### src/rtl/aes_dec_sched.sv
// rtl/aes_dec_sched.sv - round-robin scheduler in front of the pipelined AES-128 inverse cipher array
module aes_dec_sched #(
    parameter int NREQ         = 4,
    parameter int MAX_INFLIGHT = 32,
    parameter int TAG_DEPTH    = 64
) (
    input  logic                 clk,
    input  logic                 rst,
    input  logic [NREQ-1:0]      req_valid,
    output logic [NREQ-1:0]      req_ready,
    input  logic [NREQ*128-1:0]  req_data,
    input  logic [NREQ*128-1:0]  req_key,
    output logic [127:0]         pipe_key,
    output logic                 pipe_in_valid,
    output logic [127:0]         pipe_in,
    input  logic [127:0]         pipe_out,
    input  logic                 pipe_out_valid,
    output logic [NREQ-1:0]      rsp_valid,
    output logic [127:0]         rsp_data,
    output logic [6:0]           inflight,
    output logic                 busy,
    output logic                 err
);

    localparam int IDXW = (NREQ > 1) ? $clog2(NREQ) : 1;
    localparam int TAGW = $clog2(TAG_DEPTH);
    localparam logic [NREQ-1:0] ONE_HOT0 = {{(NREQ-1){1'b0}}, 1'b1};

    typedef enum logic [1:0] {IDLE, RUN, DRAIN, SWITCH} state_t;

    state_t          state;
    logic [127:0]    cur_key;
    logic            key_loaded;
    logic [IDXW-1:0] rr_ptr;
    logic            locked;
    logic [IDXW-1:0] g_lock;
    logic [IDXW-1:0] g_srch;
    logic            srch_found;
    logic [IDXW-1:0] g;
    logic            have_g;
    logic [127:0]    g_key;
    logic [127:0]    g_data;
    logic            key_match;
    logic            issue;
    logic            ret;
    logic            spurious;

    // Requester-ID FIFO: pipe latency is fixed, so returns arrive in issue order.
    logic [IDXW-1:0] id_mem [TAG_DEPTH];
    logic [TAGW-1:0] wr_ptr;
    logic [TAGW-1:0] rd_ptr;

    // Round-robin search for the first valid requester starting at rr_ptr.
    always_comb begin
        int idx;
        g_srch     = '0;
        srch_found = 1'b0;
        idx        = 0;
        for (int k = 0; k < NREQ; k++) begin
            idx = int'(rr_ptr) + k;
            if (idx >= NREQ) idx = idx - NREQ;
            if (!srch_found && req_valid[idx]) begin
                srch_found = 1'b1;
                g_srch     = IDXW'(idx);
            end
        end
    end

    // Grant selection, issue decision and handshake; a locked grant blocks all bypass.
    always_comb begin
        g         = locked ? g_lock : g_srch;
        have_g    = locked | srch_found;
        g_key     = req_key[{g, 7'd0} +: 128];
        g_data    = req_data[{g, 7'd0} +: 128];
        key_match = (g_key == cur_key);
        issue     = (state == RUN) && have_g && req_valid[g] && key_loaded && key_match
                    && (inflight < 7'(MAX_INFLIGHT));
        ret       = pipe_out_valid && (inflight != 7'd0);
        spurious  = pipe_out_valid && (inflight == 7'd0);
        req_ready = issue ? (ONE_HOT0 << g) : '0;
        busy      = (inflight != 7'd0) || (state != IDLE);
    end

    // Control FSM: key is only swapped in SWITCH, which is entered with the pipe empty.
    always_ff @(posedge clk) begin
        if (rst) begin
            state      <= IDLE;
            cur_key    <= '0;
            pipe_key   <= '0;
            key_loaded <= 1'b0;
        end else begin
            case (state)
                IDLE: begin
                    if (|req_valid) state <= RUN;
                end
                RUN: begin
                    if (have_g) begin
                        if (!key_loaded) begin
                            state <= SWITCH;
                        end else if (!key_match) begin
                            state <= ((inflight != 7'd0) || pipe_in_valid) ? DRAIN : SWITCH;
                        end
                    end else if (inflight == 7'd0) begin
                        state <= IDLE;
                    end
                end
                DRAIN: begin
                    if ((inflight == 7'd0) && !pipe_in_valid) state <= SWITCH;
                end
                SWITCH: begin
                    cur_key    <= g_key;
                    pipe_key   <= g_key;
                    key_loaded <= 1'b1;
                    state      <= RUN;
                end
                default: state <= IDLE;
            endcase
        end
    end

    // Issue path, grant lock, outstanding count, ID FIFO and response delivery.
    always_ff @(posedge clk) begin
        if (rst) begin
            pipe_in_valid <= 1'b0;
            pipe_in       <= '0;
            rr_ptr        <= '0;
            locked        <= 1'b0;
            g_lock        <= '0;
            wr_ptr        <= '0;
            rd_ptr        <= '0;
            inflight      <= '0;
            err           <= 1'b0;
            rsp_valid     <= '0;
            rsp_data      <= '0;
        end else begin
            pipe_in_valid <= issue;
            if (issue) begin
                pipe_in        <= g_data;
                id_mem[wr_ptr] <= g;
                wr_ptr         <= wr_ptr + 1'b1;
                rr_ptr         <= (g == IDXW'(NREQ - 1)) ? '0 : g + 1'b1;
                locked         <= 1'b0;
            end else if (!locked && srch_found) begin
                locked <= 1'b1;
                g_lock <= g_srch;
            end

            case ({issue, ret})
                2'b10:   inflight <= inflight + 7'd1;
                2'b01:   inflight <= inflight - 7'd1;
                default: inflight <= inflight;
            endcase

            if (spurious) err <= 1'b1;

            if (ret) begin
                rsp_valid <= ONE_HOT0 << id_mem[rd_ptr];
                rsp_data  <= pipe_out;
                rd_ptr    <= rd_ptr + 1'b1;
            end else begin
                rsp_valid <= '0;
            end
        end
    end

endmodule
### config.mk
export PLATFORM = sky130hd
export DESIGN_NAME = aes_dec_sched
export DESIGN_NICKNAME = d
export VERILOG_FILES = /design/src/rtl/aes_dec_sched.sv
export SDC_FILE = /design/constraint.sdc
export NUM_CORES = 2
export LEC_CHECK = 0
export BUFFER_PORTS_ARGS = -buffer_cell sky130_fd_sc_hd__buf_2
export CORE_AREA = 2 2 609 611
export DETAILED_ROUTE_END_ITERATION = 8
export DIE_AREA = 0 0 611 613
export PLACE_DENSITY = 0.3
export SYNTH_ARGS = -nofsm -noshare
export SYNTH_HDL_FRONTEND = slang
export SYNTH_SLANG_ARGS = --single-unit
### constraint.sdc
create_clock -name clk -period 16 [get_ports clk]
set_input_delay 2.4 -clock clk [delete_from_list [all_inputs] [get_ports clk]]
set_output_delay 2.4 -clock clk [all_outputs]
set_load 0.02 [all_outputs]
== After elaboration in Yosys (flattened, before gate mapping) ==
Memories as Yosys holds them, arrays and structs flattened. A register that Yosys moved wholly into a read port is not among the register bits.
Index checks and enable logic that the tools add are counted.

* Equal/unequal tests: 11
* Bitwise operators: 3
* $lt $le $gt $ge: 10
* Divide/modulo/power cells: 0
* Add/subtract/negate cells: 12
* Shifts and indexed selects: 4
* Reductions and logical operators: 29
* $mul: 0
* Multiplexer cells: 43

{| class="wikitable"
|+ Operators by type and width
! operator !! number
|-
| variable part select 512 x 10 -> 128 bit || 2
|-
| equality test 128 bit || 1
|-
| less-than comparator 32 x 4 -> 1 bit, second input constant || 4
|-
| two-way mux 32 bit || 4
|-
| two-way mux 2 bit || 12
|-
| two-way mux 1 bit || 17
|-
| one-hot mux 7 bit (2 select lines) || 1
|-
| adder 6 x 1 -> 6 bit, second input constant || 2
|-
| logical AND 1 bit || 12
|-
| two-way mux 6 bit || 2
|-
| subtractor 3 x 3 -> 4 bit, second input constant || 3
|-
| binary-select mux 1 bit (select 2 bit) || 5
|-
| >= comparator 3 bit, second input constant || 3
|-
| equality test 2 bit, second input constant || 4
|-
| one-hot mux 2 bit (4 select lines) || 1
|-
| left shift 1 x 2 -> 4 bit, first input constant || 2
|-
| adder 7 x 1 -> 7 bit, second input constant || 1
|-
| logical NOT 7 bit || 1
|-
| less-than comparator 7 x 6 -> 1 bit, second input constant || 1
|-
| nonzero test 7 bit || 1
|-
| subtractor 7 x 1 -> 7 bit, second input constant || 1
|-
| adder 2 x 2 -> 3 bit, second input constant || 2
|-
| logical NOT 1 bit || 5
|-
| equality test 2 x 1 -> 1 bit, second input constant || 2
|-
| other kinds (18) || 23
|}

* RAM bits: 128
* Output and inout port bits: 402
* Flip-flop bits (word level): 417
* Memories: 1
* Latch bits: 0
* Word-level logic and storage cells: 127
* Bits in read-only memories: 0
* Input bits: 1159

{| class="wikitable"
|+ Memories
! name !! words !! width !! rd ports !! clocked after Yosys merged registers in !! wr ports !! line !! source
|-
| id_mem || 64 || 2 || 1 || 1 || 1 || 49 || <nowiki>logic [IDXW-1:0] id_mem [TAG_DEPTH];</nowiki>
|}

== Longest topological paths before layout ==
* Depth after elaboration: 25
* Mapped depth: 30
* Depth with buffers taken out: 22

== Worst setup path after synthesis ==
OpenSTA, ideal clock, no wires.

* Kind: in2out
* Start: input req_valid[0]
* End: output req_ready[2]
* Cell stages on the path: 16
* Path slack: 6661 ps
* Data required time: 13600 ps
* Buffers on the path: 10
* Arrival time: 6939 ps
* Path through: nor2b_1 clkbuf_2 o31a_1 nor2_2 buf_2 buf_2 buf_2 buf_2 buf_1 clkbuf_1 clkbuf_1 clkbuf_1 buf_1 ha_1 inv_1 nor2_1

* Longest elaborated chain between the ends: 21
* Elaborated cells between the ends (all ways): 39
* Those cells by class: 1 x eq/ne; 2 x shift; 24 x mux; 1 x bitwise; 11 x reduce/logical

{| class="wikitable"
|+ RTL lines
! item !! line !! source
|-
| start: declaration || 9 || <nowiki>input logic [NREQ-1:0] req_valid,</nowiki>
|-
| binary-select mux 1 bit (select 2 bit) || 62 || <nowiki>if (!srch_found && req_valid[idx]) begin</nowiki>
|-
| two-way mux 1 bit (implied by the code) (2 in series) || 62 ||
|-
| two-way mux 1 bit || 62 ||
|-
| logical NOT 1 bit || 62 ||
|-
| logical AND 1 bit || 62 ||
|-
| two-way mux 1 bit || 62 ||
|-
| logical NOT 1 bit || 62 ||
|-
| logical AND 1 bit || 62 ||
|-
| two-way mux 1 bit || 62 ||
|-
| logical NOT 1 bit || 62 ||
|-
| logical AND 1 bit || 62 ||
|-
| two-way mux 2 bit * || 62 ||
|-
| two-way mux 2 bit * || 71 || <nowiki>g = locked ? g_lock : g_srch;</nowiki>
|-
| via g[1] || 39 || <nowiki>logic [IDXW-1:0] g;</nowiki>
|-
| parallel branches: the longest is 6 deep, another holds variable part select 512 x 10 -> 128 bit || - ||
|-
| two-way mux 4 bit * || 80 || <nowiki>req_ready = issue ? (ONE_HOT0 << g) : '0;</nowiki>
|-
| end: declaration || 10 || <nowiki>output logic [NREQ-1:0] req_ready,</nowiki>
|}

Mark *: on every way through the listed nets, which the timed path passes. The select of a mux whose other input is x is not followed.

== Worst setup path in the final report ==
* Start: input req_valid[1]
* End: output req_ready[3]

* Longest elaborated chain between the ends: 21
* Elaborated cells between the ends (all ways): 39
* Those cells by class: 1 x eq/ne; 2 x shift; 24 x mux; 1 x bitwise; 11 x reduce/logical

{| class="wikitable"
|+ RTL lines
! item !! line
|-
| parallel branches: the longest is 20 deep, another holds binary-select mux 1 bit (select 2 bit) || -
|-
| two-way mux 4 bit * || 80
|}

Mark *: on every way between the ends. The select of a mux whose other input is x is not followed.

==> metrics.log <==
[metrics] routed vias/inst: approximately 4
[metrics] Worst Tran Pin Value: 1.353 ns
[metrics] sequential element share of the synthesized area: 0.3581
[metrics] nature of the critical path endpoint: output pin
[metrics] Area Growth Syn to Fin: 47.86%
[metrics] hold-fix buffer count after cts: 0
[metrics] width of the die: 611 um
[metrics] clock skew after layout: ~0.11 ns
[metrics] average detailed-routed wire length per instance: around 34 um
[metrics] overall fraction of global-route tracks in use: 0.1874
[metrics] setup repair after global routing missed its margin: no
[metrics] Total Routed Length: approximately 370000 um
[metrics] Inserted Clock Buffers: a little over 90
[metrics] largest net degree at the start of global routing: around 130
[metrics] Iter 0 DRT Violations: 4812
[metrics] Die Area: roughly 370000 sq um
[metrics] fraction of final layout cells sized beyond drive strength 1: 0.3201
[metrics] CTS max path bufs: 4
[metrics] post-CTS setup repair buffer count: 0
[metrics] Cells after Synth: 4481
[metrics] die span in y: about 600 um
[metrics] run status: finished clean
[metrics] DRC violation count after routing: 0
[metrics] number of synthesized flops with an enable pin: 128
[metrics] number of max-slew violations in the final report: 0
[metrics] Hold Violations, Final: 0
[metrics] I/O pins: 1561
[metrics] Tightest Hold Check Type: reg -> reg
[metrics] post-synthesis cell type count: between 90 and 100
[metrics] number of warnings printed during yosys synthesis: 0
[metrics] cell at the root of the clock tree: sky130_fd_sc_hd__clkbuf_16
[metrics] Reg2Reg Setup Slack: around 6.9 ns
[metrics] worst rel slew slack: 0.08633
[metrics] later-pin clock latency in the skew report: about 0.86 ns
[metrics] area of the mapped netlist: roughly 34000 sq um
[metrics] most frequent cells in the layout: sky130_fd_sc_hd__buf_2 (1560), sky130_fd_sc_hd__nand2_1 (1282), sky130_fd_sc_hd__a21oi_1 (444)
[metrics] number of inserted filler cells in the final layout: between 40k and 50k
[metrics] Max Cap Viol: 0
[metrics] clock transition time at the flip-flop clock pins of the worst setup and hold paths: about 0.060 ns
[metrics] # port buffers: 1560
[metrics] origin of the worst min-delay path: pipe_in[15]
[metrics] hold slack: 0.4490 ns
[metrics] register bit total from synthesis: 551
[metrics] clock tree from TritonCTS: yes
[metrics] startpoint of the worst setup timing path: req_valid[1]
[metrics] clk sinks: between 500 and 600
[metrics] reg-to-reg critical path startpoint: locked
[metrics] number of nets in the layout: 6982
[metrics] fin crit period: 11.26 ns
[metrics] final worst-path cycle share: 0.7037
[metrics] number of global-route vias before repair: roughly 42k
[metrics] overflow left after global routing: 0
[metrics] antenna violations before repair: around 380
[metrics] wire length of the first global-routing pass: 461300 um
[metrics] detailed-route via count: around 45k
[metrics] data required time of the critical path: 13.60 ns
[metrics] Floorplan Core Area: 367700 sq um
[metrics] synthesized area per cell: approximately 7.7 sq um
[metrics] WS Path Type: in -> out
[metrics] Seq. cell area: about 12000 sq um
[metrics] largest voltage drop on the vdd net: 91.41 uV
[metrics] power density over cell area: around 90 nW/um^2
[metrics] highest clock rate: between 80 and 90 MHz
[metrics] Max FO, Critical Path: 77
[metrics] net count of the mapped netlist: 5653
[metrics] Static Leak: 20.34 nW
[metrics] maximum level of the CTS H-tree: 3
[metrics] first-pass iteration count of the detailed router: 6
[metrics] most common library cell in the layout ignoring fill and taps: sky130_fd_sc_hd__buf_2
[metrics] initial core utilization: 0.09349
[metrics] post-detailed-placement half-perimeter wirelength: 307700 um
[metrics] Arr. time, crit path: 8.86 ns
[metrics] worst hold stages: 2
[metrics] GP Congestion: between 0.9 and 1
[metrics] Register-to-Register Path Depth: 26
[metrics] Fin Setup TNS: 0 ns
[metrics] number of antenna-violating nets in the routed design: 0
[metrics] final-report setup violation count: 0
[metrics] Site Rows: around 220
[metrics] multi-input logic area: around 20000 sq um
[metrics] number of gates resized after CTS: 0
[metrics] leading register cell type out of synthesis: sky130_fd_sc_hd__dfxtp_1
[metrics] Startpoint Class: primary input
[metrics] share of synthesized flip-flops with an asynchronous set or reset: 0
through the flow:
step                      instance area (sq um)  setup slack [ns]  std cells  power (mW)    util
final                                     50840             4.741      10892       4.614  0.1382
after global routing                      50640             4.347      10814       4.766  0.1377
after detailed placement                  47260             4.661      10554       2.437  0.1285
after floorplan                           34380             6.661       4481       1.893       -
after global placement                    47250             4.730      10553       2.439  0.1285
after CTS                                 50390             4.659      10714       4.690  0.1370
area by class of cell:
type	instances	share of cell area
timing repair buffer	1635	0.1660
clock buffer	120	0.05036
multi-input combinational	3441	0.3952
sequential	551	0.2422
clock inverter	40	0.01135
antenna	178	0.008762
inverter	90	0.007014
tap	4837	0.1190
worst paths after layout:
| path | to |
|---|---|
| hold reg to reg | pipe_in[15] |
| hold / removal | pipe_in[15] |
| setup / recovery | req_ready[3] |
| setup reg to reg | inflight[6] |
synthesized netlist by cell type, types with 38 or more instances:
cell type,n,area share
sky130_fd_sc_hd__a211oi_1,45,0.0098
sky130_fd_sc_hd__edfxtp_1,128,0.11
sky130_fd_sc_hd__nand2b_1,43,0.0078
sky130_fd_sc_hd__and3_1,176,0.032
sky130_fd_sc_hd__and2_1,49,0.0089
sky130_fd_sc_hd__a21oi_1,444,0.065
sky130_fd_sc_hd__nor4_1,42,0.0076
sky130_fd_sc_hd__a311o_1,130,0.038
sky130_fd_sc_hd__a31oi_1,46,0.0084
sky130_fd_sc_hd__dfxtp_1,423,0.25
sky130_fd_sc_hd__xor2_1,74,0.019
sky130_fd_sc_hd__xnor2_1,60,0.015
sky130_fd_sc_hd__nor2_1,153,0.017
sky130_fd_sc_hd__clkbuf_1,306,0.033
sky130_fd_sc_hd__inv_1,88,0.0096
sky130_fd_sc_hd__nand4_1,38,0.0069
sky130_fd_sc_hd__buf_2,45,0.0066
sky130_fd_sc_hd__mux2i_1,80,0.023
sky130_fd_sc_hd__nand2_1,1283,0.14
sky130_fd_sc_hd__o21ai_0,67,0.0098
sky130_fd_sc_hd__nand3_1,158,0.023
sky130_fd_sc_hd__mux4_2,55,0.036
sky130_fd_sc_hd__o211ai_1,43,0.0094
sky130_fd_sc_hd__nor3_1,46,0.0067
worst max-delay path, cell delays in order:
cell and delay (ns):
sky130_fd_sc_hd__buf_2 0.16, sky130_fd_sc_hd__nor2b_1 0.52, sky130_fd_sc_hd__a2111oi_4 0.15, sky130_fd_sc_hd__buf_4 0.25, sky130_fd_sc_hd__nor2_4 0.17, sky130_fd_sc_hd__buf_4 0.54, sky130_fd_sc_hd__buf_4 0.71, sky130_fd_sc_hd__buf_4 0.87
sky130_fd_sc_hd__a21oi_1 0.21, sky130_fd_sc_hd__a22o_1 0.30, sky130_fd_sc_hd__xnor2_1 0.16, sky130_fd_sc_hd__or4_1 0.49, sky130_fd_sc_hd__nor4_1 0.59, sky130_fd_sc_hd__and4_1 0.28, sky130_fd_sc_hd__nand4_1 0.19, sky130_fd_sc_hd__buf_4 0.38
sky130_fd_sc_hd__nor2_1 0.17, sky130_fd_sc_hd__buf_2 0.18
state kept, by name, indices dropped and copies added (netlist names), named ones only:
| register | cells |
|---|---|
| cur_key | 128 |
| err | 1 |
| g_lock | 2 |
| id_mem | 128 |
| inflight | 7 |
| key_loaded | 1 |
| locked | 1 |
| pipe_in | 128 |
| pipe_in_valid | 1 |
| rd_ptr | 6 |
| rr_ptr | 2 |
| rsp_data | 128 |
| rsp_valid | 4 |
| state | 2 |
| wr_ptr | 6 |
report_power, final:
group | internal, mW | switching, mW | total, mW | leakage [nW]
Sequential | 1.44 | 0.0263 | 1.46 | 4.62
Clock | 1.33 | 0.863 | 2.19 | 1.54
Combinational | 0.294 | 0.663 | 0.957 | 14.2
routing by layer:
layer  track usage  part of all wire  up-vias
met5             0            0.0031        -
li1              -                 -    18844
met2        0.2882              0.43     2760
met1        0.2365              0.41    22270
met3       0.07705              0.11      771
met4       0.05764             0.038      178
logic make-up (layout without fill, tap and decap cells):
group | count (synthesis) | count (layout) | share of synthesized area
AND/OR/NAND/NOR | 2117 | 2117 | 0.2781
AO/OA/AOI/OAI | 1036 | 1036 | 0.2046
flip-flops | 551 | 551 | 0.3581
buffers and inverters | 489 | 1885 | 0.05899
multiplexers | 141 | 141 | 0.06139
XOR/XNOR | 134 | 134 | 0.03413
adder cells (fa/ha/maj) | 13 | 13 | 0.004731
other | 0 | 178 | 0
Power figures use the tool's default switching activity.
